<file path="config.mk">
export PLATFORM = sky130hd
export DESIGN_NAME = uart_rx
export DESIGN_NICKNAME = d
export VERILOG_FILES = /design/src/rtl/test_harness_pkg.sv /design/src/rtl/test_harness_uart_rx.sv
export SDC_FILE = /design/constraint.sdc
export NUM_CORES = 1
export LEC_CHECK = 0
export BUFFER_PORTS_ARGS = -buffer_cell sky130_fd_sc_hd__buf_2
export CAP_MARGIN = 20
export CORE_ASPECT_RATIO = 1.2
export CORE_UTILIZATION = 35
export CTS_CLUSTER_SIZE = 20
export DETAILED_ROUTE_END_ITERATION = 12
export PLACE_DENSITY = 0.61
export SLEW_MARGIN = 10
export SYNTH_ARGS = -nofsm -noshare
export SYNTH_HDL_FRONTEND = slang
export SYNTH_SLANG_ARGS = --single-unit
</file>
<file path="constraint.sdc">
create_clock -name clock -period 4.6 [get_ports clock]
set_input_delay 0.92 -clock clock [delete_from_list [all_inputs] [get_ports clock]]
set_output_delay 0.92 -clock clock [all_outputs]
set_load 0.01 [all_outputs]
</file>
<file path="src/rtl/test_harness_pkg.sv">
// Shared types and constants for the UART loopback harness.
package test_harness_pkg;

  typedef enum logic [1:0] {
    RECEIVE  = 2'd0,
    TRANSMIT = 2'd1
  } state_t;

  typedef enum logic [1:0] {
    RX_IDLE  = 2'd0,
    RX_START = 2'd1,
    RX_DATA  = 2'd2,
    RX_STOP  = 2'd3
  } rx_state_t;

  localparam logic [1:0] DBG_LAST_RX  = 2'd0;
  localparam logic [1:0] DBG_RX_COUNT = 2'd1;
  localparam logic [1:0] DBG_STATE    = 2'd2;
  localparam logic [1:0] DBG_FRAMING  = 2'd3;

  localparam logic [7:0] NUL = 8'h00;

endpackage

</file>
<file path="src/rtl/test_harness_uart_rx.sv">
// 8N1 UART receiver: 2-flop synchroniser, mid-bit sampling, one-cycle valid
// pulse on a good stop bit and a one-cycle framing-error pulse otherwise.
module uart_rx
  import test_harness_pkg::*;
#(
  parameter int CLKS_PER_BIT = 868
) (
  input  logic       clock,
  input  logic       reset,
  input  logic       i_rx,
  output logic       o_valid,
  output logic [7:0] o_data,
  output logic       o_framing_error
);

  localparam int CW = $clog2(CLKS_PER_BIT);
  localparam logic [CW-1:0] BIT_LAST  = CW'(CLKS_PER_BIT - 1);
  localparam logic [CW-1:0] HALF_LAST = CW'(CLKS_PER_BIT / 2 - 1);
  localparam logic [CW-1:0] CNT_ONE   = CW'(1);

  logic            r_sync1, r_sync2, r_rx_prev;
  rx_state_t       r_state;
  logic [CW-1:0]   r_cnt;
  logic [2:0]      r_bit_idx;
  logic [7:0]      r_shift, r_data;
  logic            r_valid, r_ferr;

  always_ff @(posedge clock or negedge reset) begin
    if (!reset) begin
      r_sync1   <= 1'b1;
      r_sync2   <= 1'b1;
      r_rx_prev <= 1'b1;
    end else begin
      r_sync1   <= i_rx;
      r_sync2   <= r_sync1;
      r_rx_prev <= r_sync2;
    end
  end

  // Only a true high-to-low edge starts a frame, so a low line left behind
  // by a bad stop bit is not mistaken for a new start bit.
  always_ff @(posedge clock or negedge reset) begin
    if (!reset) begin
      r_state   <= RX_IDLE;
      r_cnt     <= '0;
      r_bit_idx <= '0;
      r_shift   <= '0;
      r_data    <= '0;
      r_valid   <= 1'b0;
      r_ferr    <= 1'b0;
    end else begin
      r_valid <= 1'b0;
      r_ferr  <= 1'b0;
      case (r_state)
        RX_IDLE: begin
          if (r_rx_prev && !r_sync2) begin
            r_state <= RX_START;
            r_cnt   <= '0;
          end
        end
        RX_START: begin
          if (r_cnt == HALF_LAST) begin
            r_cnt     <= '0;
            r_bit_idx <= '0;
            r_state   <= r_sync2 ? RX_IDLE : RX_DATA;
          end else begin
            r_cnt <= r_cnt + CNT_ONE;
          end
        end
        RX_DATA: begin
          if (r_cnt == BIT_LAST) begin
            r_cnt   <= '0;
            r_shift <= {r_sync2, r_shift[7:1]};
            if (r_bit_idx == 3'd7) r_state <= RX_STOP;
            r_bit_idx <= r_bit_idx + 3'd1;
          end else begin
            r_cnt <= r_cnt + CNT_ONE;
          end
        end
        RX_STOP: begin
          if (r_cnt == BIT_LAST) begin
            r_cnt   <= '0;
            r_state <= RX_IDLE;
            if (r_sync2) begin
              r_valid <= 1'b1;
              r_data  <= r_shift;
            end else begin
              r_ferr <= 1'b1;
            end
          end else begin
            r_cnt <= r_cnt + CNT_ONE;
          end
        end
        default: r_state <= RX_IDLE;
      endcase
    end
  end

  assign o_valid         = r_valid;
  assign o_data          = r_data;
  assign o_framing_error = r_ferr;

endmodule

</file>
==> results_dict.tcl, run 1 <==
set metrics [dict create \
    ir_worst_vdd_uv 190 \
    post-cts-setup-buffers 0 \
    design.die.area_um2 5030 \
    start_util 0.364 \
    p_leak_nw 0.907 \
    synthesis.area_um2 1660 \
    rsz0062_at_grt "false" \
    pwr_density_cell_nw_per_um2 377 \
    area_delta_synth_final_pct 13.0 \
    path_clk_slew_ns 0.07 \
    vias 1131 \
    ys.flop_type "dfrtp_1" \
    root_buffer "clkbuf_8" \
    ys_ff_latch 36 \
    ctsResizeCount 0 \
    path_max_fanout 9 \
    hold_class "flip-flop to flip-flop" \
    syn_avg_cell_area_um2 12.0 \
    antenna_found_initial 0 \
    yosysSeqAreaShare 0.544 \
    final_cell_area_um2 1880 \
    startpoint_type "flip-flop" \
    drt_iter0_drc 38 \
    synth_fp_nets 145 \
    hpwl_mm 2.06 \
    cts_sinks 36 \
    fmax_mhz 440 \
    min_to "r_sync2$_DFF_PN1_" \
    yosysUniqueCellTypes 37 \
    drt_wl_total_mm 2.86 \
    worstHoldStart "r_sync1$_DFF_PN1_" \
    endpoint_kind "flip-flop" \
    synth_enable_flop_cells 0 \
    ys_async_sr_fraction 1.00 \
    path_class "flip-flop to flip-flop" \
    postCtsHoldBufs 0 \
    wl_per_cell_um 13.4 \
    drc 0 \
    numCtsBuffers 5 \
    die_h_um 77.5 \
    netlist_instances 138 \
    port-buffer-count 12 \
    finalSetupTns_ns 0 \
    finalClockSkew_ns 0.00777 \
    die_w_um 64.9 \
    final_nets 162 \
    finalNonFillerCells 214 \
    drive_above_1_share 0.282 \
    cp_data_arrival_time_ns 2.44 \
    rrSetupSlack_ns 2.33 \
    hold_viol 0 \
    cp.required_ns 4.77 \
    grt_remaining_overflow 0 \
    synth_warnings 0 \
    insertion_delay_ns 0.29 \
    dpl_cell_area_um2 1790 \
    place_congestion 0.837 \
    pin_count 13 \
    power_mw 0.708 \
    grt_pass1_wl_mm 5.14 \
    setup_violations 0 \
    track_usage 0.135 \
    setup_slack_ns 2.33 \
    worstReg2RegStart "r_cnt[5]$_DFFE_PN0P_" \
    reg2regPathDepth 4 \
    placedCellCount 206 \
    n_antenna_cell 0 \
    hold_depth 0 \
    final_core_util 0.412 \
    cts_tree "done" \
    grt_max_degree 37 \
    dr.pass1.iters 4 \
    dpl_worst_slack_ns 2.33 \
    drv_slew 0 \
    first_global_vias 1114 \
    whs_ns 0.357 \
    min_period_ns 2.27 \
    period_share 0.494 \
    cts_buffer_depth 2 \
    rows 27 \
    status "finished clean" \
    rr_endpoint "o_data[1]$_DFFE_PN0P_" \
    cts_max_level 2 \
    slew_headroom 0.488 \
    antenna_left 0 \
    tightest_slew_ns 0.768 \
    drv_cap 0 \
    coreArea_um2 4560 \
    drt-vias-per-instance 5.29 \
]
-- area by class of cell --
type / instances / area (um^2)
fill: 455 / 2680
multi-input combinational: 95 / 731
timing repair buffer: 13 / 67.6
inverter: 4 / 15.0
sequential: 36 / 905
clock buffer: 5 / 68.8
clock inverter: 3 / 18.8
tap: 58 / 72.6
-- how the worst max path moves through the flow --
stage | from | end
floorplan | r_cnt[2]$_DFFE_PN0P_ | o_data[1]$_DFFE_PN0P_
global placement | r_cnt[5]$_DFFE_PN0P_ | o_data[1]$_DFFE_PN0P_
finish | r_cnt[5]$_DFFE_PN0P_ | o_data[1]$_DFFE_PN0P_
detailed placement | r_cnt[5]$_DFFE_PN0P_ | o_data[1]$_DFFE_PN0P_
CTS | r_cnt[5]$_DFFE_PN0P_ | o_data[1]$_DFFE_PN0P_
global route | r_cnt[1]$_DFFE_PN0P_ | r_cnt[7]$_DFFE_PN0P_
-- power breakdown --
group          switching [mW]  internal, mW  leakage (nW)  total (mW)
Sequential             0.0459         0.347         0.476       0.393
Clock                   0.114         0.105        0.0479       0.220
Combinational          0.0468        0.0482         0.383      0.0949
Total                   0.207         0.501         0.907       0.708
-- cell usage after synthesis, drive strengths merged, types with 2 or more instances --
cell | number | area (um^2)
a211oi | 3 | 22.5
a221o | 3 | 30.0
a311o | 2 | 20.0
and2 | 6 | 37.5
and3 | 2 | 12.5
and4 | 2 | 17.5
clkbuf | 3 | 11.3
dfrtp | 33 | 826
dfstp | 3 | 78.8
ha | 4 | 50.1
inv | 4 | 15.0
mux2 | 17 | 191
nand2 | 16 | 60.1
nand2b | 2 | 12.5
nand3 | 6 | 30.0
nor2 | 3 | 11.3
nor3 | 4 | 31.3
o211ai | 4 | 30.0
o21ai | 5 | 25.0
-- flip-flops by register name, summed over array words and instances, names as in the netlist, named ones only --
name	count
o_valid	1
r_bit_idx	3
r_cnt	10
r_shift	8
r_sync2	1
o_framing_error	1
r_sync1	1
r_rx_prev	1
r_state	1
o_data	8
-- per-layer routing --
layer | GRT usage | up-vias | wire length, um
met5 | 0 | - | 0
met4 | 0.0733 | 0 | 78
met3 | 0.0309 | 7 | 95
li1 | - | 542 | -
met2 | 0.216 | 18 | 1390
met1 | 0.165 | 564 | 1300
-- worst max-delay path, stage by stage (launching register included) --
cell	delay, ns
dfrtp_1	0.46
or3b_4	0.44
or3_4	0.43
nor3_4	0.43
mux2_2	0.39
-- cells by family (layout without fill, tap and decap cells) --
family / Yosys count / count (layout) / share of synthesized area
simple gates: 47 / 47 / 0.170
flops: 36 / 36 / 0.544
xor+xnor: 2 / 2 / 0.0105
buf+inv: 7 / 25 / 0.0158
mux: 17 / 17 / 0.115
compound gates: 25 / 25 / 0.114
fa+ha+maj: 4 / 4 / 0.0301
-- cells in the final DEF, fill, tap and decap left out, types with 2 or more instances in the layout --
cell and count:
o21ai_0 5, a211oi_1 3, and2_1 6, a311o_1 2
and4_1 2, clkinv_2 2, o211ai_1 4, nand2b_1 2
nor3_1 3, dfrtp_1 33, mux2_2 16, inv_1 4
clkbuf_8 5, nand3_1 6, a221o_1 3, nand2_1 16
dfstp_2 3, nor2_1 3, ha_1 4, and3_1 2
buf_2 12
Note: power is estimated with default switching activity, not from simulation.
==> run 2: changes to the inputs <==
- clock period: 4.6 -> 2.28 ns (I/O delays scaled with it)
==> results_dict.tcl, run 2 (synthesis results as in run 1) <==
set metrics [dict create \
    root_buffer "clkbuf_8" \
    cts_sinks 36 \
    design.die.area_um2 5030 \
    area_delta_synth_final_pct 17.5 \
    switching_power_mw 0.415 \
    grt_remaining_overflow 0 \
    finalSetupTns_ns 0 \
    ctsResizeCount 0 \
    pin_count 13 \
    path_clk_slew_ns 0.07 \
    cts_max_level 2 \
    p_leak_nw 0.942 \
    postCtsHoldBufs 0 \
    drt-vias-per-instance 5.21 \
    insertion_delay_ns 0.29 \
    path_max_fanout 9 \
    wl_per_cell_um 13.6 \
    coreArea_um2 4560 \
    start_util 0.364 \
    drt_iter0_drc 45 \
    tightest_slew_ns 0.758 \
    place_congestion 0.775 \
    drv_cap 0 \
    rows 27 \
    combinationalPowerShare 0.140 \
    hold_viol 0 \
    antenna_left 0 \
    post-cts-setup-buffers 0 \
    nFillCells 452 \
    die_h_um 77.5 \
    finalClockSkew_ns 0.00824 \
    vias 1140 \
    regMostFlops "r_cnt" \
    whs_ns 0.237 \
    largest_register_ffs 10 \
    endpoint_kind "flip-flop" \
    ir_worst_vdd_uv 526 \
    placedCellCount 211 \
    fmax_mhz 468 \
    die_w_um 64.9 \
    antenna_found_initial 0 \
    dr.pass1.iters 4 \
    drc 0 \
    setup_violations 0 \
    track_usage 0.140 \
    switching_share 0.268 \
    pwr_density_cell_nw_per_um2 793 \
    mostFrequentLayoutCells "33 x dfrtp_1, 16 x nand2_1, 16 x mux2_2, 12 x buf_2" \
    period_share 0.936 \
    cp_data_arrival_time_ns 2.30 \
    cp.required_ns 2.45 \
    status "finished clean" \
    power_mw 1.55 \
    hpwl_mm 2.15 \
    final_nets 167 \
    first_global_vias 1188 \
    slew_headroom 0.495 \
    cts_buffer_depth 2 \
    drive_above_1_share 0.304 \
    drt_wl_total_mm 2.98 \
    p_int_mw 1.13 \
    rsz0062_at_grt "false" \
    n_antenna_cell 0 \
    layout_commonest_cell "dfrtp_1" \
    path_class "flip-flop to flip-flop" \
    power_frac_seq 0.509 \
    cts_tree "done" \
    numCtsBuffers 5 \
    finalNonFillerCells 219 \
    drv_slew 0 \
    final_core_util 0.428 \
    startpoint_type "flip-flop" \
    hold_class "input port to async pin" \
    p_clk_frac 0.351 \
    min_period_ns 2.14 \
    grt_max_degree 37 \
    port-buffer-count 12 \
    grt_pass1_wl_mm 5.53 \
]
[run 2: cell count changes in the layout (fill, tap and decap cells not counted)]
| cell | delta |
|---|---|
| bufinv_16 | +1 |
| clkinv_2 | -1 |
| buf_12 | +1 |
| clkinvlp_4 | +1 |
| clkinv_4 | -1 |
| buf_4 | +4 |
[run 2: worst max-delay path, cell delays in order (launching register included)]
cell     delay (ns)
dfrtp_1        0.44
or3b_4         0.45
or3_4          0.43
nor3_4         0.21
buf_12         0.15
mux2_2         0.33
[run 2: final cells by class]
class / count / area [um^2] / share of cell area
Timing Repair Buffer: 18 / 118 / 0.0603
Clock inverter: 3 / 42.5 / 0.0218
Tap cell: 58 / 72.6 / 0.0372
Inverter: 4 / 15.0 / 0.00769
Multi-Input combinational cell: 95 / 731 / 0.374
Clock buffer: 5 / 68.8 / 0.0353
Sequential cell: 36 / 905 / 0.463
[run 2: metrics by stage]
step                      setup WS (ns)  area [um^2]
after floorplan                   0.213         1660
after CTS                         0.140         1950
final                             0.145         1950
after global placement            0.213         1840
after detailed placement          0.167         1840
after global routing             0.0613         1950
[run 2: power by group through the flow]
stage	Combinational [mW]	Sequential (mW)	Clock, mW
6_report	0.216	0.787	0.544
5_1_grt	0.250	0.802	0.596
4_1_cts	0.219	0.786	0.564
3_5_place_dp	0.219	0.797	0
3_3_place_gp	0.212	0.788	0
2_1_floorplan	0.169	0.769	0
[run 2: layer usage]
layer  wire (um)  GRT usage
met4          35     0.0467
met5           0          0
met2        1520      0.238
met1        1320      0.172
met3          99     0.0353
[run 2: final timing paths]
kind                                      start                      to  slack, ns  depth (start not counted)
setup reg to reg           r_cnt[2]$_DFFE_PN0P_   o_data[2]$_DFFE_PN0P_       0.14                          5
hold reg to reg               r_sync1$_DFF_PN1_       r_sync2$_DFF_PN1_       0.36                          0
setup / recovery           r_cnt[2]$_DFFE_PN0P_   o_data[2]$_DFFE_PN0P_       0.14                          5
hold / removal                            reset  r_shift[5]$_DFFE_PN0P_       0.24                          1
min in group clock                         i_rx       r_sync1$_DFF_PN1_       0.27                          1
max in group asynchronous                 reset   o_data[4]$_DFFE_PN0P_       1.56                          1
